<file path="src/rtl/ult_pkg.sv">
// Shared constants, state encoding and small helpers for the ultrasonic ranging block.
package ult_pkg;

    localparam int CLK_HZ_DEF    = 12_000_000;
    localparam int TRIG_US_DEF   = 10;
    localparam int PERIOD_MS_DEF = 60;
    localparam int CM_US_DEF     = 58;
    localparam int SCAN_US_DEF   = 1000;

    localparam int US_CNT     = CLK_HZ_DEF / 1_000_000;
    localparam int CM_CNT     = US_CNT * CM_US_DEF;
    localparam int TRIG_CNT   = US_CNT * TRIG_US_DEF;
    localparam int PERIOD_CNT = US_CNT * 1000 * PERIOD_MS_DEF;
    localparam int SCAN_CNT   = US_CNT * SCAN_US_DEF;

    // Active-low segment codes, bit order {dp,g,f,e,d,c,b,a}
    localparam logic [7:0] SEG_0   = 8'hC0;
    localparam logic [7:0] SEG_1   = 8'hF9;
    localparam logic [7:0] SEG_2   = 8'hA4;
    localparam logic [7:0] SEG_3   = 8'hB0;
    localparam logic [7:0] SEG_4   = 8'h99;
    localparam logic [7:0] SEG_5   = 8'h92;
    localparam logic [7:0] SEG_6   = 8'h82;
    localparam logic [7:0] SEG_7   = 8'hF8;
    localparam logic [7:0] SEG_8   = 8'h80;
    localparam logic [7:0] SEG_9   = 8'h90;
    localparam logic [7:0] SEG_OFF = 8'hFF;

    typedef enum logic [1:0] {
        ST_IDLE = 2'd0,
        ST_MEAS = 2'd1,
        ST_HOLD = 2'd2
    } meas_state_t;

    function automatic logic [7:0] seg_code(input logic [3:0] d);
        logic [7:0] c;
        case (d)
            4'd0:    c = SEG_0;
            4'd1:    c = SEG_1;
            4'd2:    c = SEG_2;
            4'd3:    c = SEG_3;
            4'd4:    c = SEG_4;
            4'd5:    c = SEG_5;
            4'd6:    c = SEG_6;
            4'd7:    c = SEG_7;
            4'd8:    c = SEG_8;
            4'd9:    c = SEG_9;
            default: c = SEG_OFF;
        endcase
        return c;
    endfunction

    // Four-digit BCD increment that sticks at 9999
    function automatic logic [15:0] bcd_inc(input logic [15:0] v);
        logic [15:0] r;
        logic        carry;
        r     = v;
        carry = 1'b1;
        if (v != 16'h9999) begin
            for (int i = 0; i < 4; i++) begin
                if (carry) begin
                    if (r[i*4 +: 4] == 4'd9) begin
                        r[i*4 +: 4] = 4'd0;
                    end else begin
                        r[i*4 +: 4] = r[i*4 +: 4] + 4'd1;
                        carry       = 1'b0;
                    end
                end
            end
        end
        return r;
    endfunction

endpackage

</file>
<file path="src/rtl/ult_seg_scan.sv">
// Four-digit multiplexed seven-segment scanner; dig/smg are registered and active-low.
module seg_scan
    import ult_pkg::*;
#(
    parameter int SCAN_N = SCAN_CNT
) (
    input  logic        clk,
    input  logic        rstn,
    input  logic [15:0] bcd,
    output logic [3:0]  dig,
    output logic [7:0]  smg
);

    localparam int SW = $clog2(SCAN_N + 1);

    logic [SW-1:0] scan_cnt;
    logic [1:0]    idx;
    logic [3:0]    digit;

    always_comb begin
        digit = 4'd0;
        case (idx)
            2'd0: digit = bcd[3:0];
            2'd1: digit = bcd[7:4];
            2'd2: digit = bcd[11:8];
            2'd3: digit = bcd[15:12];
        endcase
    end

    always_ff @(posedge clk) begin
        if (!rstn) begin
            scan_cnt <= SW'(SCAN_N - 1);
            idx      <= 2'd0;
            dig      <= 4'hF;
            smg      <= SEG_OFF;
        end else begin
            if (scan_cnt == '0) begin
                scan_cnt <= SW'(SCAN_N - 1);
                idx      <= idx + 2'd1;
            end else begin
                scan_cnt <= scan_cnt - SW'(1);
            end
            dig <= ~(4'b0001 << idx);
            smg <= seg_code(digit);
        end
    end

endmodule

</file>
<file path="src/rtl/ult_top.sv">
// Ultrasonic ranging top: periodic trigger, echo timing in centimetres, display scan.
//
// state   | meaning
// IDLE    | waiting for a synchronized echo rise
// MEAS    | echo high; counting centimetres, watching for timeout
// HOLD    | timed out with 9999 latched; waiting for echo to go low
module ult_top
    import ult_pkg::*;
#(
    parameter int CLK_HZ    = CLK_HZ_DEF,
    parameter int TRIG_US   = TRIG_US_DEF,
    parameter int PERIOD_MS = PERIOD_MS_DEF,
    parameter int CM_US     = CM_US_DEF,
    parameter int SCAN_US   = SCAN_US_DEF
) (
    input  logic       clk,
    input  logic       rstn,
    input  logic       echo,
    output logic       trig,
    output logic [3:0] dig,
    output logic [7:0] smg
);

    localparam int US_N     = CLK_HZ / 1_000_000;
    localparam int TRIG_N   = US_N * TRIG_US;
    localparam int PERIOD_N = US_N * 1000 * PERIOD_MS;
    localparam int SCAN_N   = US_N * SCAN_US;
    localparam int PW       = $clog2(PERIOD_N + 1);
    localparam int UW       = $clog2(US_N + 1);
    localparam int CW       = $clog2(CM_US + 1);

    logic [PW-1:0] per_cnt;
    logic          sync1, sync2, echo_d;
    logic          rise, fall;
    meas_state_t   state, state_nxt;
    logic          start, latch_cnt, latch_max;
    logic [UW-1:0] us_cnt;
    logic [CW-1:0] cm_cnt;
    logic [PW-1:0] tmo_cnt;
    logic          us_tick, cm_tick, tmo_done;
    logic [15:0]   bcd, bcd_nxt, disp;

    always_ff @(posedge clk) begin
        if (!rstn) begin
            per_cnt <= PW'(PERIOD_N - 1);
            trig    <= 1'b0;
        end else begin
            per_cnt <= (per_cnt == '0) ? PW'(PERIOD_N - 1) : per_cnt - PW'(1);
            trig    <= (per_cnt >= PW'(PERIOD_N - TRIG_N));
        end
    end

    // Synchronizer resets high so an echo already in flight at reset release
    // is never mistaken for a fresh rise; the resulting fall in IDLE is ignored.
    always_ff @(posedge clk) begin
        if (!rstn) begin
            sync1  <= 1'b1;
            sync2  <= 1'b1;
            echo_d <= 1'b1;
        end else begin
            sync1  <= echo;
            sync2  <= sync1;
            echo_d <= sync2;
        end
    end

    assign rise = sync2 & ~echo_d;
    assign fall = ~sync2 & echo_d;

    assign us_tick  = (state == ST_MEAS) && (us_cnt == '0);
    assign cm_tick  = us_tick && (cm_cnt == '0);
    assign tmo_done = (state == ST_MEAS) && (tmo_cnt == '0);
    assign bcd_nxt  = cm_tick ? bcd_inc(bcd) : bcd;

    always_ff @(posedge clk) begin
        if (!rstn) begin
            state <= ST_IDLE;
        end else begin
            state <= state_nxt;
        end
    end

    always_comb begin
        state_nxt = state;
        start     = 1'b0;
        latch_cnt = 1'b0;
        latch_max = 1'b0;
        case (state)
            ST_IDLE: begin
                if (rise) begin
                    start     = 1'b1;
                    state_nxt = ST_MEAS;
                end
            end
            ST_MEAS: begin
                if (tmo_done) begin
                    latch_max = 1'b1;
                    state_nxt = ST_HOLD;
                end else if (fall) begin
                    latch_cnt = 1'b1;
                    state_nxt = ST_IDLE;
                end
            end
            ST_HOLD: begin
                if (!sync2) begin
                    state_nxt = ST_IDLE;
                end
            end
            default: state_nxt = ST_IDLE;
        endcase
    end

    // A tick landing on the fall cycle is included so exact multiples of a centimetre count fully.
    always_ff @(posedge clk) begin
        if (!rstn) begin
            us_cnt  <= UW'(US_N - 1);
            cm_cnt  <= CW'(CM_US - 1);
            tmo_cnt <= PW'(PERIOD_N - 1);
            bcd     <= 16'h0000;
            disp    <= 16'h0000;
        end else begin
            if (start) begin
                us_cnt  <= UW'(US_N - 1);
                cm_cnt  <= CW'(CM_US - 1);
                tmo_cnt <= PW'(PERIOD_N - 1);
                bcd     <= 16'h0000;
            end else if (state == ST_MEAS) begin
                us_cnt  <= us_tick ? UW'(US_N - 1) : us_cnt - UW'(1);
                if (us_tick) begin
                    cm_cnt <= (cm_cnt == '0) ? CW'(CM_US - 1) : cm_cnt - CW'(1);
                end
                tmo_cnt <= tmo_cnt - PW'(1);
                bcd     <= bcd_nxt;
            end
            if (latch_cnt) begin
                disp <= bcd_nxt;
            end else if (latch_max) begin
                disp <= 16'h9999;
            end
        end
    end

    seg_scan #(
        .SCAN_N(SCAN_N)
    ) u_seg_scan (
        .clk  (clk),
        .rstn (rstn),
        .bcd  (disp),
        .dig  (dig),
        .smg  (smg)
    );

endmodule

</file>
<file path="config.mk">
export PLATFORM = sky130hd
export DESIGN_NAME = ult_top
export DESIGN_NICKNAME = d
export VERILOG_FILES = /design/src/rtl/ult_pkg.sv /design/src/rtl/ult_seg_scan.sv /design/src/rtl/ult_top.sv
export SDC_FILE = /design/constraint.sdc
export NUM_CORES = 1
export LEC_CHECK = 0
export BUFFER_PORTS_ARGS = -buffer_cell sky130_fd_sc_hd__buf_2
export CORE_MARGIN = 3
export CORE_UTILIZATION = 56
export DETAILED_ROUTE_END_ITERATION = 12
export GPL_ROUTABILITY_DRIVEN = 0
export PLACE_DENSITY_LB_ADDON = 0.05
export SYNTH_ARGS = -nofsm -noshare
export SYNTH_HDL_FRONTEND = slang
export SYNTH_SLANG_ARGS = --single-unit
</file>
<file path="constraint.sdc">
create_clock -name clk -period 1.95 [get_ports clk]
set_clock_uncertainty 0.2 [all_clocks]
set_input_delay 0.0975 -clock clk [delete_from_list [all_inputs] [get_ports clk]]
set_output_delay 0.0975 -clock clk [all_outputs]
set_load 0.02 [all_outputs]
</file>
==> results.txt, run 1 <==
The maximum clock frequency came out at 454 MHz. The checks that failed: negative setup slack. Averaged over all synthesized cells, the footprint is 8.89 µm². The sequential element share of the synthesized area came out at 44.5%. The final max-slew violation count came out at 0. Measured against its own limit, the worst slew margin works out to 60.6%.

The number of antenna violations at the first check in global routing is 0. In the global route stage, overall resource usage came out at 24.8%. The fraction of final layout cells sized beyond drive strength 1 is 38.3%. STA puts the critical path data required time at 2.16 ns. After synthesis the netlist holds a flip-flop and latch count of 115.

The most used flip-flop cell after synthesis is dfxtp_1. Power spread over the standard cell area amounts to 743 nW/µm². The kind of critical path is reg -> reg. No sink is reached through more buffers than the 2 on the longest clock path.

The path class of the tightest hold or removal check is reg -> reg. The post-detailed-route via-to-cell ratio is 5.85. The pin count of the biggest net entering global routing came out at 25. The actual slew at the worst max-slew pin is 0.591 ns.

The average wire length per cell after detail routing came out at 16.5 µm. The startpoint type of the worst setup path is a register. The worst-case register-to-register setup slack is -0.25 ns.

The number of vias after detailed routing is 4783. The number of standard-cell rows in the floorplan is 34. The final layout contains routed wiring with a total length of 13500 µm. In the final design database the tool counted 716 nets. The number of remaining DRC errors came out at 0. The worst hold path cell count is 1. The count of buffers inserted at the top-level ports is 14. Setup violations remaining at the end of the flow were counted as 40.

The peak fanout along the critical path came out at 5. The synthesized netlist net count is 601. TritonCTS built the clock tree. Compared with the post-synthesis result, the final layout area differs by 42.5%. The HPWL after detailed placement came out at 7870 µm. The worst setup path is captured at a register.

The I/O pin count came out at 16. The signal arrival time at the worst endpoint came out at 2.42 ns. The die covers 10400 µm². The height of the chip came out at 102 µm.

The clock sink total is 115. The maximum level of the CTS H-tree came out at 4. The number of diodes added for antenna fixing is 0. The number of failing hold endpoints at the final stage came out at 0. After synthesis, the share of flip-flops with an asynchronous set or reset is 0%.

The number of enable-type register cells in the synthesized netlist came out at 0. Across the run, the number of max-cap violations was 0. The die boundary width is 102 µm. The remaining global-route overflow is 0. The number of global-route vias before repair is 4501. For this run, the number of Yosys warnings is 0. The final critical-path required period is 2.20 ns. The floorplan core area is 8850 µm². Counting distinct cell types in the post-synthesis netlist gives 64.

The CTS clock-pin slew for the worst setup and hold paths is 0.06 ns. The first-pass GRT wire length came out at 20600 µm. The worst register-to-register path has a depth of 6. For this run, the detailed router's first-pass iteration total came to 5. The power consumption came out at 5.48 mW. The total standard cell area after synthesis came out at 5170 µm².

TritonCTS created 17 clock buffers. The peak supply drop is 562 µV. Across all setup checks in the final design, the least slack found is -0.252 ns.

Setup repair after global routing could not meet its margin everywhere. The detailed router finished its first iteration with 185 violations. In this run the static leakage power is 2.86 nW. The final antenna-violating net count came out at 0. The flow ran to the end, but the final reports show violations. The worst path uses 113% of the clock period.

At the later pin of the worst-skew pair, clock insertion delay measures 0.52 ns. CTS placed an instance of clkbuf_8 at the clock tree root. The initial core utilization came out at 58.5%. The post-synthesis cell count is 582. The total instance count after detailed placement is 764. After the flow finishes, the layout carries non-filler instances totaling 818.
## layer usage
metal	GRT usage, %	vias to the layer above	wire length [µm]
met2	41.9	153	6830
met1	30.7	2306	5700
met3	6.14	36	691
met5	0	-	0
met4	8.78	0	316
li1	-	2288	-
## area by class of cell
class / count / area (µm²)
well taps: 108 / 135
fillers: 489 / 1480
clock buffers: 23 / 487
multi-input cells: 422 / 3350
clock inverters: 9 / 77.6
inverters: 29 / 111
flip-flops and latches: 115 / 2320
repair buffers: 112 / 887
## cells in the mapped netlist, drive strengths merged (2+ instances only)
| library cell | count | share of area [%] |
|---|---|---|
| a211oi | 9 | 1.3 |
| a21oi | 25 | 2.4 |
| a222oi | 4 | 0.77 |
| a31oi | 4 | 0.48 |
| a32oi | 2 | 0.34 |
| and2 | 5 | 0.60 |
| and3 | 7 | 0.85 |
| and4 | 2 | 0.34 |
| and4bb | 2 | 0.48 |
| buf | 4 | 0.44 |
| clkbuf | 13 | 0.94 |
| dfxtp | 115 | 44 |
| ha | 16 | 3.9 |
| inv | 28 | 2.0 |
| mux2 | 2 | 0.44 |
| mux2i | 7 | 1.4 |
| nand2 | 67 | 4.9 |
| nand2b | 9 | 1.1 |
| nand3 | 15 | 1.5 |
| nand3b | 5 | 0.73 |
| nand4 | 9 | 1.3 |
| nand4b | 2 | 0.34 |
| nor2 | 62 | 4.5 |
| nor2b | 7 | 0.85 |
| nor3 | 22 | 2.4 |
| nor3b | 7 | 1.1 |
| nor4 | 15 | 2.5 |
| nor4b | 2 | 0.34 |
| nor4bb | 2 | 0.39 |
| o2111ai | 2 | 0.34 |
| o211ai | 7 | 1.0 |
| o21ai | 17 | 1.6 |
| o31a | 4 | 0.68 |
| o31ai | 8 | 1.2 |
| or2 | 3 | 0.41 |
| or3 | 7 | 0.97 |
| or4 | 9 | 1.5 |
| xnor2 | 30 | 5.1 |
| xor2 | 16 | 2.7 |
## stage by stage
step	setup TNS [ns]	cell area, µm²	setup slack [ns]	utilization (%)	hold WS [ns]
2_1_floorplan	-0.160	5260	-0.0622	-	-0.00103
3_3_place_gp	-1.66	6000	-0.110	67.8	0.0877
3_5_place_dp	-3.07	6000	-0.198	67.8	0.0894
4_1_cts	-1.42	6840	-0.121	77.3	0.214
5_1_grt	-7.15	7370	-0.323	83.3	0.224
6_report	-3.28	7370	-0.252	83.3	0.211
## cell usage in the layout, fill, tap and decap left out, types with 8 or more instances in the layout
cell,netlist,routed
inv_2,0,11
nand2b_1,9,9
nand3_1,15,13
buf_2,3,14
buf_6,0,13
nor3_1,20,10
dfxtp_1,115,101
xor2_1,16,15
xnor2_1,30,25
nand2_1,66,60
ha_4,0,8
clkbuf_16,0,16
inv_1,28,16
nor2_1,61,56
a21oi_1,25,18
buf_4,1,80
dfxtp_2,0,12
## cells by family after synthesis
| family | count (synthesis) | synth area share, % |
|---|---|---|
| simple gates | 260 | 27.3 |
| flops | 115 | 44.5 |
| compound gates | 89 | 11.2 |
| xor+xnor | 46 | 7.79 |
| buf+inv | 46 | 3.48 |
| fa+ha+maj | 16 | 3.87 |
| mux | 9 | 1.79 |
| other cells | 1 | 0.0725 |
## repair_timing
action,CTS,global route
hold buffers,3,0
endpoints found under the setup margin,42,84
gates resized for setup,38,107
setup buffers,8,10
cloned,1,0
pin swaps,17,43
endpoints found under the hold margin,44,0
## where the power goes
part / switching (mW) / total [mW] / internal, mW
logic: 0.111 / 0.181 / 0.0701
clock network: 1.05 / 2.90 / 1.85
registers: 0.0196 / 2.40 / 2.38
total: 1.18 / 5.48 / 4.29
## sequential cells by signal, indices dropped and copies added, names as in the netlist
signal and count:
per_cnt 20, tmo_cnt 20, bcd 16, disp 16, u_seg_scan.scan_cnt 14, u_seg_scan.smg 7, cm_cnt 6, u_seg_scan.dig 4
us_cnt 4, state 2, u_seg_scan.idx 2, echo_d 1, sync1 1, sync2 1, trig 1
## path summary, 6_finish.rpt
kind               from          to
max              bcd[7]     disp[3]
min reg2reg  per_cnt[0]  per_cnt[0]
min          per_cnt[0]  per_cnt[0]
max reg2reg      bcd[7]     disp[3]
## worst max-delay path: stages (launching register included)
cell	delay, ns
dfxtp_1	0.37
nor4bb_2	0.47
nand2_2	0.25
buf_4	0.23
o22ai_1	0.18
o21ai_2	0.10
a311oi_1	0.31
No activity file was read; power rests on OpenSTA's default activity.
==> run 2, diff against run 1 <==
- CORE_ASPECT_RATIO: unset -> 0.8
- CORE_UTILIZATION: 56 -> 58
- CTS_BUF_LIST: unset -> sky130_fd_sc_hd__clkbuf_2 sky130_fd_sc_hd__clkbuf_4 sky130_fd_sc_hd__clkbuf_8
==> run 2 against run 1 <==
Against the previous run:
- the flow finishes with violations (negative hold slack, negative setup slack)
- routed wire length increased by 11%
- core utilization increased by 3.2 points
- fmax increased by 0.90%
- setup slack improved by 0.020 ns
- first-iteration DRC count increased to 2.8 times the previous value
- cell count increased by 2.4%
- critical path type unchanged
- largest power group is now registers
- highest routed layer unchanged
==> results.txt, run 2 (synthesized netlist as in run 1, its figures left out) <==
The run finished, with violations left. The final reports fail on negative hold slack, negative setup slack. The number of cells on the worst reg-to-reg path is 10. Of the cells placed in the final design, the portion with a size suffix greater than 1 is 41.0%. The final max-slew violation count is 0. In the final layout, the registers with the most flip-flops are per_cnt x20, tmo_cnt x20. The power dissipated by switching net loads is 1.06 mW. Together, buffers and inverters on the worst path number 5. The aggregate routed wire length is 15000 µm.

The startpoint of the most critical hold path is rstn. The floorplan die area is 10100 µm². The number of standard-cell rows in the floorplan came out at 30. The count of buffers inserted at the top-level ports is 14. Clock tree synthesis inserted a total of 17 buffers. The number of global-route vias before repair came to 4526.

The critical path capture point type is a register. The maximum clock frequency is 458 MHz. After detailed routing, the number of remaining DRC violations is 0. The setup slack after layout is -0.232 ns. After clock tree synthesis, the clock-pin slew on the worst setup and hold paths is 0.07 ns. The clock passes through at most 2 buffers.

The relative slew slack is 45.7%. The startpoint type of the worst setup path is a register. The first global-routing pass estimated 20800 µm of wire. The peak fanout along the critical path came out at 5. The share of total power dissipated in sequential elements is 51.6%.

The setup check on the worst reg-to-reg path leaves a slack of -0.23 ns. The initial core utilization is 60.2%. Entering global routing, the biggest net connects 25 pins. The peak supply drop came out at 671 µV. The total instance count after detailed placement came out at 773. For hold timing, the worst endpoint is disp[9]. The maximum single-stage delay on the critical path came out at 0.45 ns. The number of failing hold endpoints at the final stage is 19. The cell area power density is 624 nW/µm². The setup slack at placement is -0.218 ns. The HPWL after detailed placement came out at 8110 µm. The worst hold path cell count came out at 3.

Cell internal power was estimated by the tool at 3.58 mW. Data on the critical path is required at its endpoint by 2.11 ns. The number of fillers in the final layout came out at 406. The number of antenna violations at the first check in global routing is 0.

The number of failing setup endpoints in the final timing report came out at 56. Once layout is done, the placed cells without fillers occupy 7440 µm². The die boundary width is 112 µm. The number of violations reported at the end of detailed-routing iteration 0 came out at 509. The number of buffers inserted by hold repair at cts came out at 9.

The maximum level of the CTS H-tree is 4. The pre-antenna-repair detailed-routing pass consisted of 4 iterations. The final critical-path required period came out at 2.18 ns.

For the pin with the worst max-slew slack, the measured transition is 0.815 ns. The area added between synthesis and finish is 43.8%. The clock insertion delay at the later pin of the skew report is 0.45 ns.

The clock tree from TritonCTS is done. Combinational logic burns 4.0% of the power. In this run the cell area measured after placement is 6030 µm². The kind of critical path is reg -> reg. The overall fraction of global-route tracks in use came out at 25.0%. The remaining global-route overflow came out at 0. The worst register-to-register path ends at u_seg_scan.smg[0]. The launch point of the worst reg-to-reg path is u_seg_scan.idx[0]. For this run, the post-layout net count is 735.

The number of non-filler instances in the completed layout came out at 838. In this run the worst hold path is classified as in -> reg. The static leakage power came out at 2.91 nW. Per report_power, the clock group accounts for 44.4% of the total. The height of the chip came out at 90.5 µm. The number of max-cap violations came out at 0. Setup repair after global routing could not meet its margin everywhere.

The floorplan core area came out at 8600 µm². The average wire length per cell after detail routing is 17.9 µm. The post-route fraction of the period consumed by the critical path came out at 112%.

The I/O pin count is 16. After detailed routing, the number of vias per cell comes to 5.87. The detail route stage leaves a number of antenna-violating nets equal to 0.

Traced cell by cell, the critical path runs through inv_4 > ha_4 > a222oi_1 > mux2i_2 > buf_4 > inv_4 > buf_6 > ha_4 > inv_2 > o211ai_1. In the layout the commonest cells are 100 x dfxtp_1, 89 x buf_4, 61 x nand2_1. For this design, the slowest cell found on the critical path is a222oi_1. The proportion of total power due to net switching is 22.8%. The final-layout worst hold slack came out at -0.0994 ns. The number of diodes added for antenna fixing is 0. The tree is rooted in a clkbuf_8. Leaving out fill and tap cells, the most frequent cell in the layout is dfxtp_1. The number of vias after detailed routing is 4918. The signal arrival time at the worst endpoint came out at 2.34 ns. The clock sink total came out at 115. The family with the most delay on the worst path is compound AO/OA/AOI/OAI gates.
[run 2: cell types whose count changed in the layout (fill, tap and decap cells not counted), sizes merged]
| cell | delta |
|---|---|
| dlygate4sd3 | +6 |
| clkinv | -3 |
| buf | +14 |
| nand4 | -1 |
[run 2: what timing repair did]
item                                    in CTS  in global routing
gates resized for setup                     59                110
setup buffers                                9                 18
endpoints found under the setup margin      42                 76
pin swaps                                   19                 53
hold endpoints to repair                    55                 22
[run 2: layer usage]
| metal | up-vias | global-route usage, % | wire (µm) |
|---|---|---|---|
| met5 | - | 0 | 0 |
| met4 | 0 | 9.12 | 445 |
| met3 | 54 | 7.57 | 823 |
| met2 | 187 | 39.7 | 7310 |
| met1 | 2366 | 32.4 | 6400 |
| li1 | 2311 | - | - |
[run 2: area by class of cell]
class | count | area (µm²) | share of cell area, %
clock buffers | 23 | 304 | 4.09
well taps | 112 | 140 | 1.88
clock inverters | 6 | 55.1 | 0.740
repair buffers | 132 | 1080 | 14.5
flip-flops and latches | 115 | 2330 | 31.3
multi-input cells | 421 | 3420 | 46.0
inverters | 29 | 114 | 1.53
[run 2: worst reg2reg max path, cell delays in order (launching register included)]
cell and delay [ns]:
dfxtp_4 0.39, inv_4 0.05, ha_4 0.17, a222oi_1 0.45, mux2i_2 0.17, buf_4 0.18, inv_4 0.06, buf_6 0.11
ha_4 0.12, inv_2 0.03, o211ai_1 0.18
[run 2: power by group through the flow]
stage	registers [mW]	logic [mW]	clock network (mW)
2_1_floorplan	2.46	0.0867	0
3_3_place_gp	2.45	0.153	0
3_5_place_dp	2.45	0.160	0
4_1_cts	2.40	0.172	2.05
5_1_grt	2.40	0.201	2.19
6_report	2.40	0.186	2.06
[run 2: worst max-delay path by stage]
stage                                  from                 to  slack (ns)  cells after the start
after floorplan                 tmo_cnt[17]           state[0]       -0.06                      5
after global placement    u_seg_scan.idx[1]  u_seg_scan.smg[6]        -0.1                      8
final                     u_seg_scan.idx[0]  u_seg_scan.smg[0]       -0.23                     10
after global routing      u_seg_scan.idx[0]  u_seg_scan.smg[6]       -0.32                      8
after detailed placement          cm_cnt[0]            disp[9]       -0.22                      8
after CTS                 u_seg_scan.idx[0]  u_seg_scan.smg[6]       -0.11                      8
[run 2: through the flow]
| stage | utilization (%) | TNS (ns) | total power, mW |
|---|---|---|---|
| after floorplan | - | -0.160 | 2.55 |
| after global placement | 70.1 | -1.22 | 2.60 |
| after detailed placement | 70.1 | -3.14 | 2.61 |
| after CTS | 78.9 | -1.24 | 4.62 |
| after global routing | 86.6 | -10.50 | 4.79 |
| final | 86.6 | -5.65 | 4.64 |
==> run 3, diff against run 2 <==
- ABC_AREA: unset -> 1
- BUFFER_PORTS_ARGS: -buffer_cell sky130_fd_sc_hd__buf_2 -> -buffer_cell sky130_fd_sc_hd__buf_4
==> run 3 against run 2 <==
Against the previous run:
- the flow now finishes without violations
- die area rose by 9.4%
- synthesized area increased by 10%
- critical endpoint is now u_seg_scan.smg[4]
- sequential power is essentially flat
- register-to-register slack gained 0.30 ns
- highest routed layer unchanged
- clock-buffer cell count up 4
- sequential cell count stayed put
- clock power increased by 7%
- power increased by 2.1%
- first-iteration DRC count down 27%
- sequential share of layout area up 3.7 points
- synthesized cell count up 39%
==> results.txt, run 3 <==
The flow ran to the end, and the final reports show no timing, DRC or antenna violations. The kind of critical path is reg -> reg. The post-detailed-route via-to-cell ratio is 5.31. The number of violations reported at the end of detailed-routing iteration 0 is 373.

The number of buffers inserted during clock tree synthesis is 17. The family with the most delay on the worst path is compound AO/OA/AOI/OAI gates. The area added between synthesis and finish came out at 16.2%. Setup violations remaining at the end of the flow were counted as 0. The remaining global-route overflow is 0.

The post-synthesis cell count is 809. The relative slew slack came out at 64.2%. By count the netlist is led by 203 x nand2_1, 115 x dfxtp_1, 99 x nor2_1. By area the synthesized netlist is led by dfxtp_1 40%, nand2_1 13%, nor2_1 6.5%. The critical path capture point type is a register. The pin count of the biggest net entering global routing came out at 25. nand2_1 is the most common cell in the netlist. Counting along the longest clock path gives a buffer depth of 2. The largest registers in the layout are per_cnt x20, tmo_cnt x20. Global routing consumed, over all layers together, 23.8% of the routing resources. Along the worst path, the maximum fanout reaches 4. The flip-flop and latch count after synthesis is 115.

The detail route stage leaves a number of antenna-violating nets equal to 0. The cell area power density is 717 nW/µm². The maximum clock frequency came out at 532 MHz. After routing, the total negative slack on setup checks comes to 0 ns. The count of unique library cells instantiated by Yosys came out at 45.

The maximum level of the CTS H-tree came out at 4. The final critical-path required period came out at 1.88 ns. TritonCTS built the clock tree. The aggregate routed wire length is 12400 µm. The initial core utilization came out at 61.2%. In the synthesized netlist the dominant register cell turns out to be dfxtp_1.

The post-route fraction of the period consumed by the critical path is 96.3%. In the final design database the tool counted 877 nets. The post-synthesis async set-or-reset flop share came out at 0%. Clock-pin slew was measured on the worst setup and hold paths at 0.06 ns.

The met1 usage came out at 33.6%. The number of diodes added for antenna fixing is 0. The height of the chip came out at 94.6 µm. Yosys printed 0 warnings. The buffer and inverter count on the worst path came out at 2. The power consumption is 4.74 mW.

The worst hold path belongs to the class reg -> reg. The maximum single-stage delay on the critical path is 0.37 ns. The count of buffers inserted at the top-level ports is 14.

The synthesized netlist net count came out at 828. STA classifies the critical path startpoint as a register. Global routing used 35.1% of the available met2 tracks.

The cell area after placement came out at 6010 µm². dfxtp_1 takes more of the synthesized area than any other cell. Setup repair after global routing could not meet its margin everywhere.

The die covers 11100 µm². The clock sink total came out at 115. The die boundary width came out at 117 µm. In this design, the critical path's most frequently occurring cell is inv_2.

met2 is the most crowded layer. The met3 track utilization from global routing came out at 5.64%. Leaving out fill and tap cells, the most frequent cell in the layout is nand2_1. The signal arrival time at the worst endpoint is 2.05 ns.

Clock tree synthesis selected as its root buffer the cell clkbuf_8. The largest individual stage delay along the critical path comes from the cell dfxtp_4. The HPWL after detailed placement is 8950 µm. The area share of the leading cell type in the synthesized netlist came out at 40.4%.

The pre-antenna-repair detailed-routing pass consisted of 5 iterations. The number of global-route vias before repair came out at 4714. The number of failing hold endpoints at the final stage came to 0.

The number of remaining DRC errors came out at 0. The number of vias after detailed routing is 5226. The critical path goes through inv_2 > ha_4 > a22o_1 > o22ai_2 > inv_2 > ha_1 > o21ai_0 > nand2_1 > nand3_1.

In this run, synthesis inferred 0 flip-flops with an integrated enable. A synthesized cell averages 7.04 µm². In this run the static leakage power is 2.87 nW. The floorplan has 31 rows. The critical path data required time is 2.12 ns. In this run the count of I/O pins placed on the die edge is 16. The peak supply drop is 497 µV. The floorplan core area is 9310 µm².

The total standard cell area after synthesis came out at 5690 µm². The actual slew at the worst max-slew pin came out at 0.536 ns. The library cells used most frequently in the layout, excluding fill and tap cells, are 201 x nand2_1, 110 x dfxtp_1, 97 x nor2_1. The final non-filler cell area came out at 6620 µm². The post-route netlist has 16.5% of its cells at a drive strength greater than 1. The clock insertion delay at the later pin of the skew report is 0.43 ns. The sequential element share of the synthesized area is 40.4%.

The final max-slew violation count was 0. The first-pass GRT wire length came out at 21000 µm. The number of antenna violations at the first check in global routing was 0.

The number of max-cap violations came out at 0. Dividing the detail-routed wire length by the instance count gives 12.6 µm.
==> run 3: cell families (layout without fill, tap and decap cells) <==
group / count (synthesis) / after routing / synth area share [%]
AND/OR/NAND/NOR: 443 / 443 / 35.2
flip-flops: 115 / 115 / 40.4
buffers and inverters: 112 / 172 / 8.06
AO/OA/AOI/OAI: 107 / 107 / 10.5
adder cells (fa/ha/maj): 16 / 16 / 3.52
XOR/XNOR: 15 / 15 / 2.31
other: 1 / 1 / 0.0659
==> run 3: final timing paths <==
kind | start | endpoint | slack, ns | cells past startpoint
worst max-delay path | u_seg_scan.idx[0] | u_seg_scan.smg[4] | 0.07 | 9
worst min-delay path | u_seg_scan.scan_cnt[0] | u_seg_scan.scan_cnt[0] | 0.19 | 1
worst max register to register | u_seg_scan.idx[0] | u_seg_scan.smg[4] | 0.07 | 9
worst min register to register | u_seg_scan.scan_cnt[0] | u_seg_scan.scan_cnt[0] | 0.19 | 1
==> run 3: cell type report <==
cell class / count / area [µm²]
Sequential cell: 115 / 2310
Inverter: 99 / 382
Timing Repair Buffer: 43 / 360
Tap cell: 115 / 144
Fill cell: 775 / 2690
Clock buffer: 27 / 365
Clock inverter: 3 / 40.0
Multi-Input combinational cell: 582 / 3010
==> run 3: metrics by stage <==
step	util [%]	worst slack (ns)	std cells	hold slack, ns
3_5_place_dp	64.6	-0.0387	945	0.117
5_1_grt	71.1	-0.0385	984	0.215
4_1_cts	69.3	0.00994	977	0.194
2_1_floorplan	-	0.00725	809	0.00408
3_3_place_gp	64.6	0.0553	945	0.113
6_report	71.1	0.0712	984	0.189
==> run 3: what timing repair did <==
| item | 4_1_cts | 5_1_grt |
|---|---|---|
| hold endpoints to repair | 22 | 0 |
| endpoints found under the setup margin | 6 | 30 |
| buffers inserted | 0 | 7 |
| resized for setup | 2 | 39 |
| pin swaps | 0 | 6 |
| hold buffers | 2 | 0 |
==> run 3: report_power, final <==
| group | total, mW | switching [mW] | internal [mW] |
|---|---|---|---|
| Clock | 2.21 | 0.896 | 1.31 |
| Sequential | 2.39 | 0.0121 | 2.37 |
| Combinational | 0.148 | 0.0986 | 0.0493 |
==> run 3: worst register-to-register path: stages, from the launching register on <==
cell	delay, ns
dfxtp_4	0.37
inv_2	0.06
ha_4	0.17
a22o_1	0.23
o22ai_2	0.14
inv_2	0.07
ha_1	0.22
o21ai_0	0.21
nand2_1	0.08
nand3_1	0.07
==> run 3: per-layer routing <==
layer | vias to the layer above | routed length, µm
met3 | 21 | 538
met1 | 2392 | 6280
met5 | - | 0
met2 | 116 | 5370
li1 | 2697 | -
met4 | 0 | 186
